<file path="src/rtl/spi_slave_pkg.sv">
// spi_slave_pkg: shared FSM encoding and frame field constants for spi_slave_regs.
package spi_slave_pkg;
  typedef enum logic [1:0] {ST_IDLE, ST_CMD, ST_DATA} state_e;
  localparam int CMD_RW_BIT = 7;
  localparam int BYTE_W = 8;
endpackage

</file>
<file path="src/rtl/spi_sync_edge.sv">
// spi_sync_edge: multi-flop synchroniser for one async pin with registered rise/fall strobes.
module spi_sync_edge #(
  parameter int   STAGES  = 2,
  parameter logic RST_VAL = 1'b0
) (
  input  logic block_clk_i,
  input  logic rst_low_i,
  input  logic pin_i,
  output logic level_o,
  output logic rise_o,
  output logic fall_o
);
  logic [STAGES:0] sync_q;
  logic            rise_q, fall_q;
  // sync_q[STAGES] is the previous level, so strobes land STAGES+1 clocks after the pin edge
  always_ff @(posedge block_clk_i or negedge rst_low_i)
    if (!rst_low_i) begin
      sync_q <= {(STAGES+1){RST_VAL}};
      rise_q <= 1'b0;
      fall_q <= 1'b0;
    end else begin
      sync_q <= {sync_q[STAGES-1:0], pin_i};
      rise_q <= sync_q[STAGES-1] & ~sync_q[STAGES];
      fall_q <= ~sync_q[STAGES-1] & sync_q[STAGES];
    end
  assign level_o = sync_q[STAGES-1];
  assign rise_o  = rise_q;
  assign fall_o  = fall_q;
endmodule

</file>
<file path="src/rtl/spi_slave_regs.sv">
// spi_slave_regs: SPI mode-0 slave with an NREGS x 8-bit register file, oversampled in block_clk_i.
// Optional write-strobe outputs are enabled by defining SPI_SLAVE_WSTROBE_EN.
module spi_slave_regs
  import spi_slave_pkg::*;
#(
  parameter int          NREGS       = 16,
  parameter int          ADDR_W      = 4,
  parameter int          SYNC_STAGES = 2,
  parameter logic [7:0]  RESET_VAL   = 8'h00
) (
  input  logic                 block_clk_i,
  input  logic                 rst_low_i,
  input  logic                 spi_sclk_i,
  input  logic                 spi_ss_i,
  input  logic                 spi_mosi_i,
  output logic                 spi_miso_o,
  output logic [NREGS*8-1:0]   regs_o,
  output logic                 frame_err_o
`ifdef SPI_SLAVE_WSTROBE_EN
  ,
  output logic                 wr_stb_o,
  output logic [ADDR_W-1:0]    wr_addr_o,
  output logic [7:0]           wr_data_o
`endif
);
  localparam logic [7:0] NREGS_B   = 8'(NREGS);
  localparam logic [6:0] ADDR_LAST = 7'(NREGS-1);

  logic sclk_lvl, sclk_rise, sclk_fall;
  logic ss_lvl, ss_rise, ss_fall;
  logic mosi_lvl, mosi_rise, mosi_fall;
  logic unused_sync;

  spi_sync_edge #(.STAGES(SYNC_STAGES), .RST_VAL(1'b0)) u_sync_sclk (
    .block_clk_i(block_clk_i), .rst_low_i(rst_low_i), .pin_i(spi_sclk_i),
    .level_o(sclk_lvl), .rise_o(sclk_rise), .fall_o(sclk_fall));
  spi_sync_edge #(.STAGES(SYNC_STAGES), .RST_VAL(1'b1)) u_sync_ss (
    .block_clk_i(block_clk_i), .rst_low_i(rst_low_i), .pin_i(spi_ss_i),
    .level_o(ss_lvl), .rise_o(ss_rise), .fall_o(ss_fall));
  spi_sync_edge #(.STAGES(SYNC_STAGES), .RST_VAL(1'b0)) u_sync_mosi (
    .block_clk_i(block_clk_i), .rst_low_i(rst_low_i), .pin_i(spi_mosi_i),
    .level_o(mosi_lvl), .rise_o(mosi_rise), .fall_o(mosi_fall));
  assign unused_sync = ^{sclk_lvl, mosi_rise, mosi_fall};

  state_e                state_q;
  logic [2:0]            bit_cnt_q;
  logic [BYTE_W-1:0]     rx_q, tx_q;
  logic [6:0]            addr_q;
  logic                  rw_q, wrap_q, miso_q, err_q;
  logic                  pend_q;
  logic [ADDR_W-1:0]     pend_addr_q;
  logic [BYTE_W-1:0]     pend_data_q;
  logic [NREGS*8-1:0]    regs_q;
  logic [BYTE_W-1:0]     rx_d, rd_cmd, rd_nx;
  logic [6:0]            addr_nx;
  logic                  byte_done;

  function automatic logic in_rng(input logic [6:0] a);
    return {1'b0, a} < NREGS_B;
  endfunction

  function automatic logic [BYTE_W-1:0] rd(input logic [6:0] a);
    return in_rng(a) ? regs_q[{a[ADDR_W-1:0], 3'b000} +: BYTE_W] : '0;
  endfunction

  always_comb begin
    rx_d      = {rx_q[BYTE_W-2:0], mosi_lvl};
    byte_done = (state_q != ST_IDLE) && sclk_rise && (&bit_cnt_q);
    // frames that start in range wrap at NREGS; others count mod 128
    addr_nx   = (wrap_q && addr_q == ADDR_LAST) ? 7'd0 : addr_q + 7'd1;
    rd_cmd    = rd(rx_d[CMD_RW_BIT-1:0]);
    rd_nx     = rd(addr_nx);
  end

  always_ff @(posedge block_clk_i or negedge rst_low_i)
    if (!rst_low_i) begin
      state_q     <= ST_IDLE;
      bit_cnt_q   <= '0;
      rx_q        <= '0;
      tx_q        <= '0;
      addr_q      <= '0;
      rw_q        <= 1'b0;
      wrap_q      <= 1'b0;
      miso_q      <= 1'b0;
      err_q       <= 1'b0;
      pend_q      <= 1'b0;
      pend_addr_q <= '0;
      pend_data_q <= '0;
      regs_q      <= {NREGS{RESET_VAL}};
    end else begin
      pend_q <= 1'b0;
      if (pend_q) regs_q[{pend_addr_q, 3'b000} +: BYTE_W] <= pend_data_q;
      if (state_q == ST_IDLE) begin
        miso_q    <= 1'b0;
        tx_q      <= '0;
        bit_cnt_q <= '0;
        if (ss_fall) state_q <= ST_CMD;
      end else begin
        if (sclk_rise) begin
          rx_q      <= rx_d;
          bit_cnt_q <= bit_cnt_q + 3'd1;
        end
        // the fall right after a byte boundary keeps the freshly loaded MSB on MISO
        if (sclk_fall && bit_cnt_q != 3'd0) begin
          tx_q   <= {tx_q[BYTE_W-2:0], 1'b0};
          miso_q <= tx_q[BYTE_W-2];
        end
        if (byte_done) begin
          err_q <= 1'b0;
          if (state_q == ST_CMD) begin
            rw_q    <= rx_d[CMD_RW_BIT];
            addr_q  <= rx_d[CMD_RW_BIT-1:0];
            wrap_q  <= in_rng(rx_d[CMD_RW_BIT-1:0]);
            tx_q    <= rx_d[CMD_RW_BIT] ? rd_cmd : '0;
            miso_q  <= rx_d[CMD_RW_BIT] & rd_cmd[BYTE_W-1];
            state_q <= ST_DATA;
          end else begin
            addr_q <= addr_nx;
            tx_q   <= rw_q ? rd_nx : '0;
            miso_q <= rw_q & rd_nx[BYTE_W-1];
            if (!rw_q && in_rng(addr_q)) begin
              pend_q      <= 1'b1;
              pend_addr_q <= addr_q[ADDR_W-1:0];
              pend_data_q <= rx_d;
            end
          end
        end
        if (ss_rise) begin
          state_q   <= ST_IDLE;
          miso_q    <= 1'b0;
          bit_cnt_q <= '0;
          if (!byte_done && (sclk_rise || bit_cnt_q != 3'd0)) err_q <= 1'b1;
        end
      end
    end

`ifdef SPI_SLAVE_WSTROBE_EN
  logic stb_q;
  always_ff @(posedge block_clk_i or negedge rst_low_i)
    if (!rst_low_i) stb_q <= 1'b0;
    else stb_q <= pend_q;
  assign wr_stb_o  = stb_q;
  assign wr_addr_o = pend_addr_q;
  assign wr_data_o = pend_data_q;
`endif

  assign spi_miso_o  = miso_q & ~ss_lvl;
  assign regs_o      = regs_q;
  assign frame_err_o = err_q;
endmodule

</file>
<file path="config.mk">
export PLATFORM = sky130hd
export DESIGN_NAME = spi_slave_regs
export DESIGN_NICKNAME = d
export VERILOG_FILES = /design/src/rtl/spi_slave_pkg.sv /design/src/rtl/spi_sync_edge.sv /design/src/rtl/spi_slave_regs.sv
export SDC_FILE = /design/constraint.sdc
export NUM_CORES = 1
export LEC_CHECK = 0
export CAP_MARGIN = 15
export CORE_MARGIN = 2
export CORE_UTILIZATION = 50
export DETAILED_ROUTE_END_ITERATION = 6
export PLACE_DENSITY = 0.77
export SYNTH_ARGS = -nofsm -noshare
export SYNTH_HDL_FRONTEND = slang
export SYNTH_SLANG_ARGS = --single-unit
export TNS_END_PERCENT = 10
</file>
<file path="constraint.sdc">
create_clock -name block_clk_i -period 2.3 [get_ports block_clk_i]
set_clock_uncertainty 0.05 [all_clocks]
set_input_delay 0.46 -clock block_clk_i [delete_from_list [all_inputs] [get_ports block_clk_i]]
set_output_delay 0.46 -clock block_clk_i [all_outputs]
set_load 0.05 [all_outputs]
</file>
# Word-level counts from Yosys, hierarchy flattened
# Cells that the tools add are included.
[op_classes]
n_addsub = 3
mul = 0
div_mod_pow = 0
order_cmp = 3
n_eq_ne = 3
shifts = 4
muxes = 31
bitwise = 13
n_reduce_logical = 23
[op_table]
columns = ["op", "count"]
rows = [
  ["variable part select 128 x 8 -> 8 bit", 2],
  ["bitwise mux 128 bit", 1],
  ["variable shift 8 x 9 -> 128 bit, first input constant", 1],
  ["variable part select 8 x 9 -> 128 bit", 1],
  ["2-to-1 mux 7 bit", 8],
  ["< comparator 7 x 5 -> 1 bit, second input constant", 3],
  ["2-to-1 mux 8 bit", 2],
  ["nonzero test 3 bit", 5],
  ["2-to-1 mux 1 bit", 12],
  ["2-to-1 mux 2 bit", 5],
  ["2-to-1 mux 3 bit", 3],
  ["negator 7 -> 9 bit", 1],
  ["AND reduction 3 bit", 3],
  ["adder 7 x 1 -> 7 bit, second input constant", 1],
  ["AND 1 bit", 7],
  ["== test 7 x 4 -> 1 bit, second input constant", 1],
  ["logical AND 1 bit", 6],
  ["NOT 1 bit", 6],
  ["AND reduction 2 bit", 2],
  ["AND reduction 4 bit", 1],
  ["nonzero test 4 bit", 1],
  ["adder 3 x 1 -> 3 bit, second input constant", 1],
  ["== test 2 x 1 -> 1 bit, second input constant", 1],
  ["logical NOT 1 bit", 2],
  ["4 further kinds", 4],
]
[totals]
register_bits = 183
latch_bits = 0
ramBits = 0
mem_bits_ro = 0
word_cells = 100
mem_count = 0

# Longest topological paths before layout
[depth]
ltp_word = 10
mapped_depth = 10
ltp_nobuf = 8

# Cells and area by module
# Synthesis repeated with hierarchy kept, for this count alone.
[unflattened]
hier_cells = 740
area_unflattened_um2 = 9618.0
[modules_own_cells]
columns = ["module", "n_inst", "cells_each", "area_per_inst_um2"]
rows = [
  ["spi_slave_regs", 1, 719, 9193.8],
  ["spi_sync_edge (u_sync_mosi ...)", 2, 7, 140.1],
  ["spi_sync_edge (u_sync_ss)", 1, 7, 143.9],
]

# Worst setup path after synthesis
# Ideal clock, no wire load.
[synth_path]
kind = "flip-flop to flip-flop"
startpoint = "register addr_q[0]"
endpoint = "register tx_q[1]"
setup_ps = 125
arrival_ps = 2365
setup_slack_ps = -240
path_stages_with_launch = 10
path_buffers = 3
synth_period_minus_slack_ps = 2540
cell_sequence = "dfrtp_1 -> ha_1 -> and3_1 -> clkbuf_1 -> a21oi_4 -> buf_6 -> buf_8 -> mux4_2 -> o221ai_1 -> o21ai_1"
[synth_between]
elab_chain_len = 9
elab_cells_between_ends = 11
[synth_rtl]
columns = ["element", "line", "source"]
rows = [
  ["start, declared", "spi_slave_regs.sv:48", "logic [6:0] addr_q;"],
  ["start signal, assigned", "spi_slave_regs.sv:112", "addr_q <= rx_d[CMD_RW_BIT-1:0];"],
  ["start signal, assigned", "spi_slave_regs.sv:118", "addr_q <= addr_nx;"],
  ["parallel branches: the longest is 2 deep, another holds adder 7 x 1 -> 7 bit", "--", ""],
  ["2-to-1 mux 7 bit *", "spi_slave_regs.sv:70", "addr_nx = (wrap_q && addr_q == ADDR_LAST) ? 7'd0 : addr_q + 7'd1;"],
  ["variable part select 128 x 8 -> 8 bit or < comparator 7 x 5 -> 1 bit (tied branches)", "spi_slave_regs.sv:63, spi_slave_regs.sv:59", ""],
  ["2-to-1 mux 8 bit *", "spi_slave_regs.sv:63", "return in_rng(a) ? regs_q[{a[ADDR_W-1:0], 3'b000} +: BYTE_W] : '0;"],
  ["2-to-1 mux 7 bit *", "spi_slave_regs.sv:119", "tx_q <= rw_q ? rd_nx : '0;"],
  ["2-to-1 mux 7 bit *", "spi_slave_regs.sv:110", "if (state_q == ST_CMD) begin"],
  ["2-to-1 mux 7 bit *", "spi_slave_regs.sv:108", "if (byte_done) begin"],
  ["2-to-1 mux 7 bit *", "spi_slave_regs.sv:93", "if (state_q == ST_IDLE) begin"],
  ["end signal, assigned", "spi_slave_regs.sv:105", "tx_q <= {tx_q[BYTE_W-2:0], 1'b0};"],
  ["end signal, assigned", "spi_slave_regs.sv:114", "tx_q <= rx_d[CMD_RW_BIT] ? rd_cmd : '0;"],
  ["end signal, assigned", "spi_slave_regs.sv:119", ""],
  ["end, declared", "spi_slave_regs.sv:47", "logic [BYTE_W-1:0] rx_q, tx_q;"],
]
# Mark *: on every way between the ends.
# A chain may end at the register's enable or synchronous reset.

# Final worst setup path
[layout_path]
startpoint = "register addr_q[1]"
endpoint = "register miso_q"
[layout_between]
elab_chain_len = 10
elab_cells_between_ends = 12
[layout_rtl]
columns = ["element", "line", "source"]
rows = [
  ["parallel branches: the longest is 2 deep, another holds adder 7 x 1 -> 7 bit", "--", ""],
  ["2-to-1 mux 7 bit *", "spi_slave_regs.sv:70", ""],
  ["variable part select 128 x 8 -> 8 bit or < comparator 7 x 5 -> 1 bit (tied branches)", "spi_slave_regs.sv:63, spi_slave_regs.sv:59", ""],
  ["2-to-1 mux 8 bit *", "spi_slave_regs.sv:63", ""],
  ["AND 1 bit *", "spi_slave_regs.sv:120", "miso_q <= rw_q & rd_nx[BYTE_W-1];"],
  ["2-to-1 mux 1 bit *", "spi_slave_regs.sv:110", ""],
  ["2-to-1 mux 1 bit *", "spi_slave_regs.sv:108", ""],
  ["2-to-1 mux 1 bit *", "spi_slave_regs.sv:128", "if (ss_rise) begin"],
  ["2-to-1 mux 1 bit *", "spi_slave_regs.sv:93", ""],
  ["end signal, assigned", "spi_slave_regs.sv:106", "miso_q <= tx_q[BYTE_W-2];"],
  ["end signal, assigned", "spi_slave_regs.sv:115", "miso_q <= rx_d[CMD_RW_BIT] & rd_cmd[BYTE_W-1];"],
  ["end signal, assigned", "spi_slave_regs.sv:120", ""],
  ["end, declared", "spi_slave_regs.sv:49", "logic rw_q, wrap_q, miso_q, err_q;"],
]
# Marked as above.

==> metrics.txt <==
status=finished, violations left; failing checks=setup timing; Finished Layout Cells=approximately 1,200; MaxCap Viol Count=0; min cycle time layout=between 2 and 2.5 ns; Synth Warn #=0; #FFs+latches synth=183; share of post-route cells with drive strength above 1=a little under two fifths; Clk Latency, worst-skew pair=0.44 ns; total grt overflow=0; num rows=50; IO Pins=about 140; clock transition at the registers of the reported paths=0.08 ns; synth top area cells=dfrtp_1 47%, mux2_2 16%, mux4_2 13%; Synth Flop Type=dfrtp_1; most frequent cells in the layout=179 x dfrtp_1, 139 x mux2_2, 129 x clkdlybuf4s50_1; Max Freq=between 400 and 500 MHz; Worst Path Class, Setup=reg2reg; Diodes inserted=0; CTS buffer count=17; Die W=roughly 140 um; CORE AREA=roughly 0.019 mm2; Reg2Reg Depth=8; Synth-to-Final Area Change=30.5%; gpl congestion=around 0.94; Power Dens Cells=571 mW/mm2; Initial Utilization=51.2%; Yosys top cell area share=roughly 47%; routed wire length=30,700 um; Async SR Flop Fraction=between 90% and 100%; largest net degree at the start of global routing=between 50 and 60; synthesized area=around 0.0096 mm2; Max Root-Sink Buffers=2; Worst Tran Pin Value=~0.67 ns; full die area=~0.020 mm2; Vias=~7,500; synthesized instance count=730; overall power=between 7 and 8 mW; first-pass GRT wire length=approximately 46,000 um; Worst Path Required=between 2 and 3 ns; final hold slack=0.301 ns; post-route antenna net violation count=0; nets@finish=between 900 and 1,000; count of final hold-check violations=0; CTS H-Tree Depth=4; Synthesized Nets=approximately 740; initial antenna violation count=0; leak pwr=5.68 nW; clock sink count=around 180; CTS tree=yes; DIE HEIGHT=~140 um; final instance area=0.0126 mm2; syn avg cell area=~13 um2; worst slack at placement=-0.0480 ns; DP Cell Count=between 1,000 and 1,500; fin util=between 60 and 70%; First-pass DRT Iterations=7; Startpoint Class=register; Final Max Slew Viols=0; area post-placement=0.0119 mm2; PortBufs=134; CP Max Fanout=13; CTS root buf=clkbuf_16; Final period util=102%; most common cell after layout, fill and taps aside=dfrtp_1; Netlist cell types=56; VDD IR max=about 0.43 mV; hold path cells=0; smallest setup slack after layout=-0.0450 ns; area leader, netlist=dfrtp_1; Initial DRC Count=around 640; final setup fails=3; Avg WL per Cell=25.7 um; DRC viols=0; total track usage=around 31%; EDFF count, synth=0; Worst EP arrival=roughly 2.6 ns; critical path endpoint category=register; Final TNS setup=-0.0583 ns; Hold Path Class=reg2reg; detailed-route vias per instance=around 6.3; dpl hpwl=about 21,000 um; RSZ-0062 raised after global routing=true; post-synthesis sequential area ratio=47.6%; Slew Limit Headroom=between 50% and 60%; vias in the first global route=about 7,500
## worst max-delay path: stages, from the launching register on
cell and delay, ns:
dfrtp_1 0.41, ha_4 0.17, and3_4 0.18, a21oi_4 0.16, buf_12 0.17, mux4_1 0.55
mux2_2 0.29, o2111ai_2 0.18, o21ai_1 0.07
## worst paths after layout
path	slack, ns	startpoint	to
worst min register to register	0.30	u_sync_mosi.sync_q[0]$_DFF_PN0_	u_sync_mosi.sync_q[1]$_DFF_PN0_
worst max register to register	-0.05	addr_q[1]$_DFFE_PN0P_	miso_q$_DFFE_PN0P_
min in group asynchronous	0.50	rst_low_i	bit_cnt_q[0]$_DFFE_PN0P_
worst min-delay path	0.30	u_sync_mosi.sync_q[0]$_DFF_PN0_	u_sync_mosi.sync_q[1]$_DFF_PN0_
worst max-delay path	-0.05	addr_q[1]$_DFFE_PN0P_	miso_q$_DFFE_PN0P_
max in group asynchronous	0.91	rst_low_i	u_sync_ss.sync_q[1]$_DFF_PN1_
## where the power goes
part	internal, mW	leakage [nW]	switching, mW
Sequential	3.29	2.51	0.152
Clock	1.47	0.289	1.45
Combinational	0.352	2.88	0.464
Total	5.11	5.68	2.07
## layout make-up
| type | count | area, um2 |
|---|---|---|
| Sequential cell | 183 | 4580 |
| Clock inverter | 14 | 160 |
| Timing Repair Buffer | 222 | 2180 |
| Clock buffer | 18 | 429 |
| Multi-Input combinational cell | 488 | 4860 |
| Inverter | 8 | 30.0 |
| Fill cell | 1390 | 6250 |
| Tap cell | 260 | 325 |
## Yosys cell counts, drive strengths merged, types with 11 or more instances
master and number:
dfrtp 180, mux2 139, nand2 66, mux4 65
clkbuf 38, o21ai 29, nor2 24, a21oi 16
mux2i 15, nor2b 15, nand3 14, and2 13
buf 13, o221ai 13, and3 11
## state kept, by name (all words and copies together), names as in the netlist, 2 cells and up
| name | cells |
|---|---|
| regs_o | 128 |
| tx_q | 7 |
| bit_cnt_q | 3 |
| pend_addr_q | 4 |
| addr_q | 7 |
| u_sync_sclk.sync_q | 3 |
| u_sync_ss.sync_q | 3 |
| u_sync_mosi.sync_q | 2 |
| rx_q | 7 |
| state_q | 2 |
| pend_data_q | 8 |
## repair_timing
| item | CTS | global route |
|---|---|---|
| resized for setup | 4 | 13 |
| endpoints found under the hold margin | 48 | 0 |
| endpoints found under the setup margin | 6 | 37 |
| hold buffers | 1 | 0 |
| buffers inserted | 3 | 1 |
## cells by family after synthesis
family          after synthesis  share of synthesized area (%)
compound gates               86                           6.08
xor+xnor                      4                          0.364
fa+ha+maj                     7                          0.909
buf+inv                      59                           2.78
flops                       183                           47.6
mux                         219                           33.4
simple gates                172                           8.95
## routing by layer
layer / vias up / track usage (%) / routed length (um)
met4: 0 / 12.2 / 1190
li1: 3147 / - / -
met5: - / 0 / 0
met2: 448 / 48.6 / 14500
met3: 80 / 9.09 / 3260
met1: 3848 / 41.0 / 11700
No activity file was read; power rests on OpenSTA's default activity.
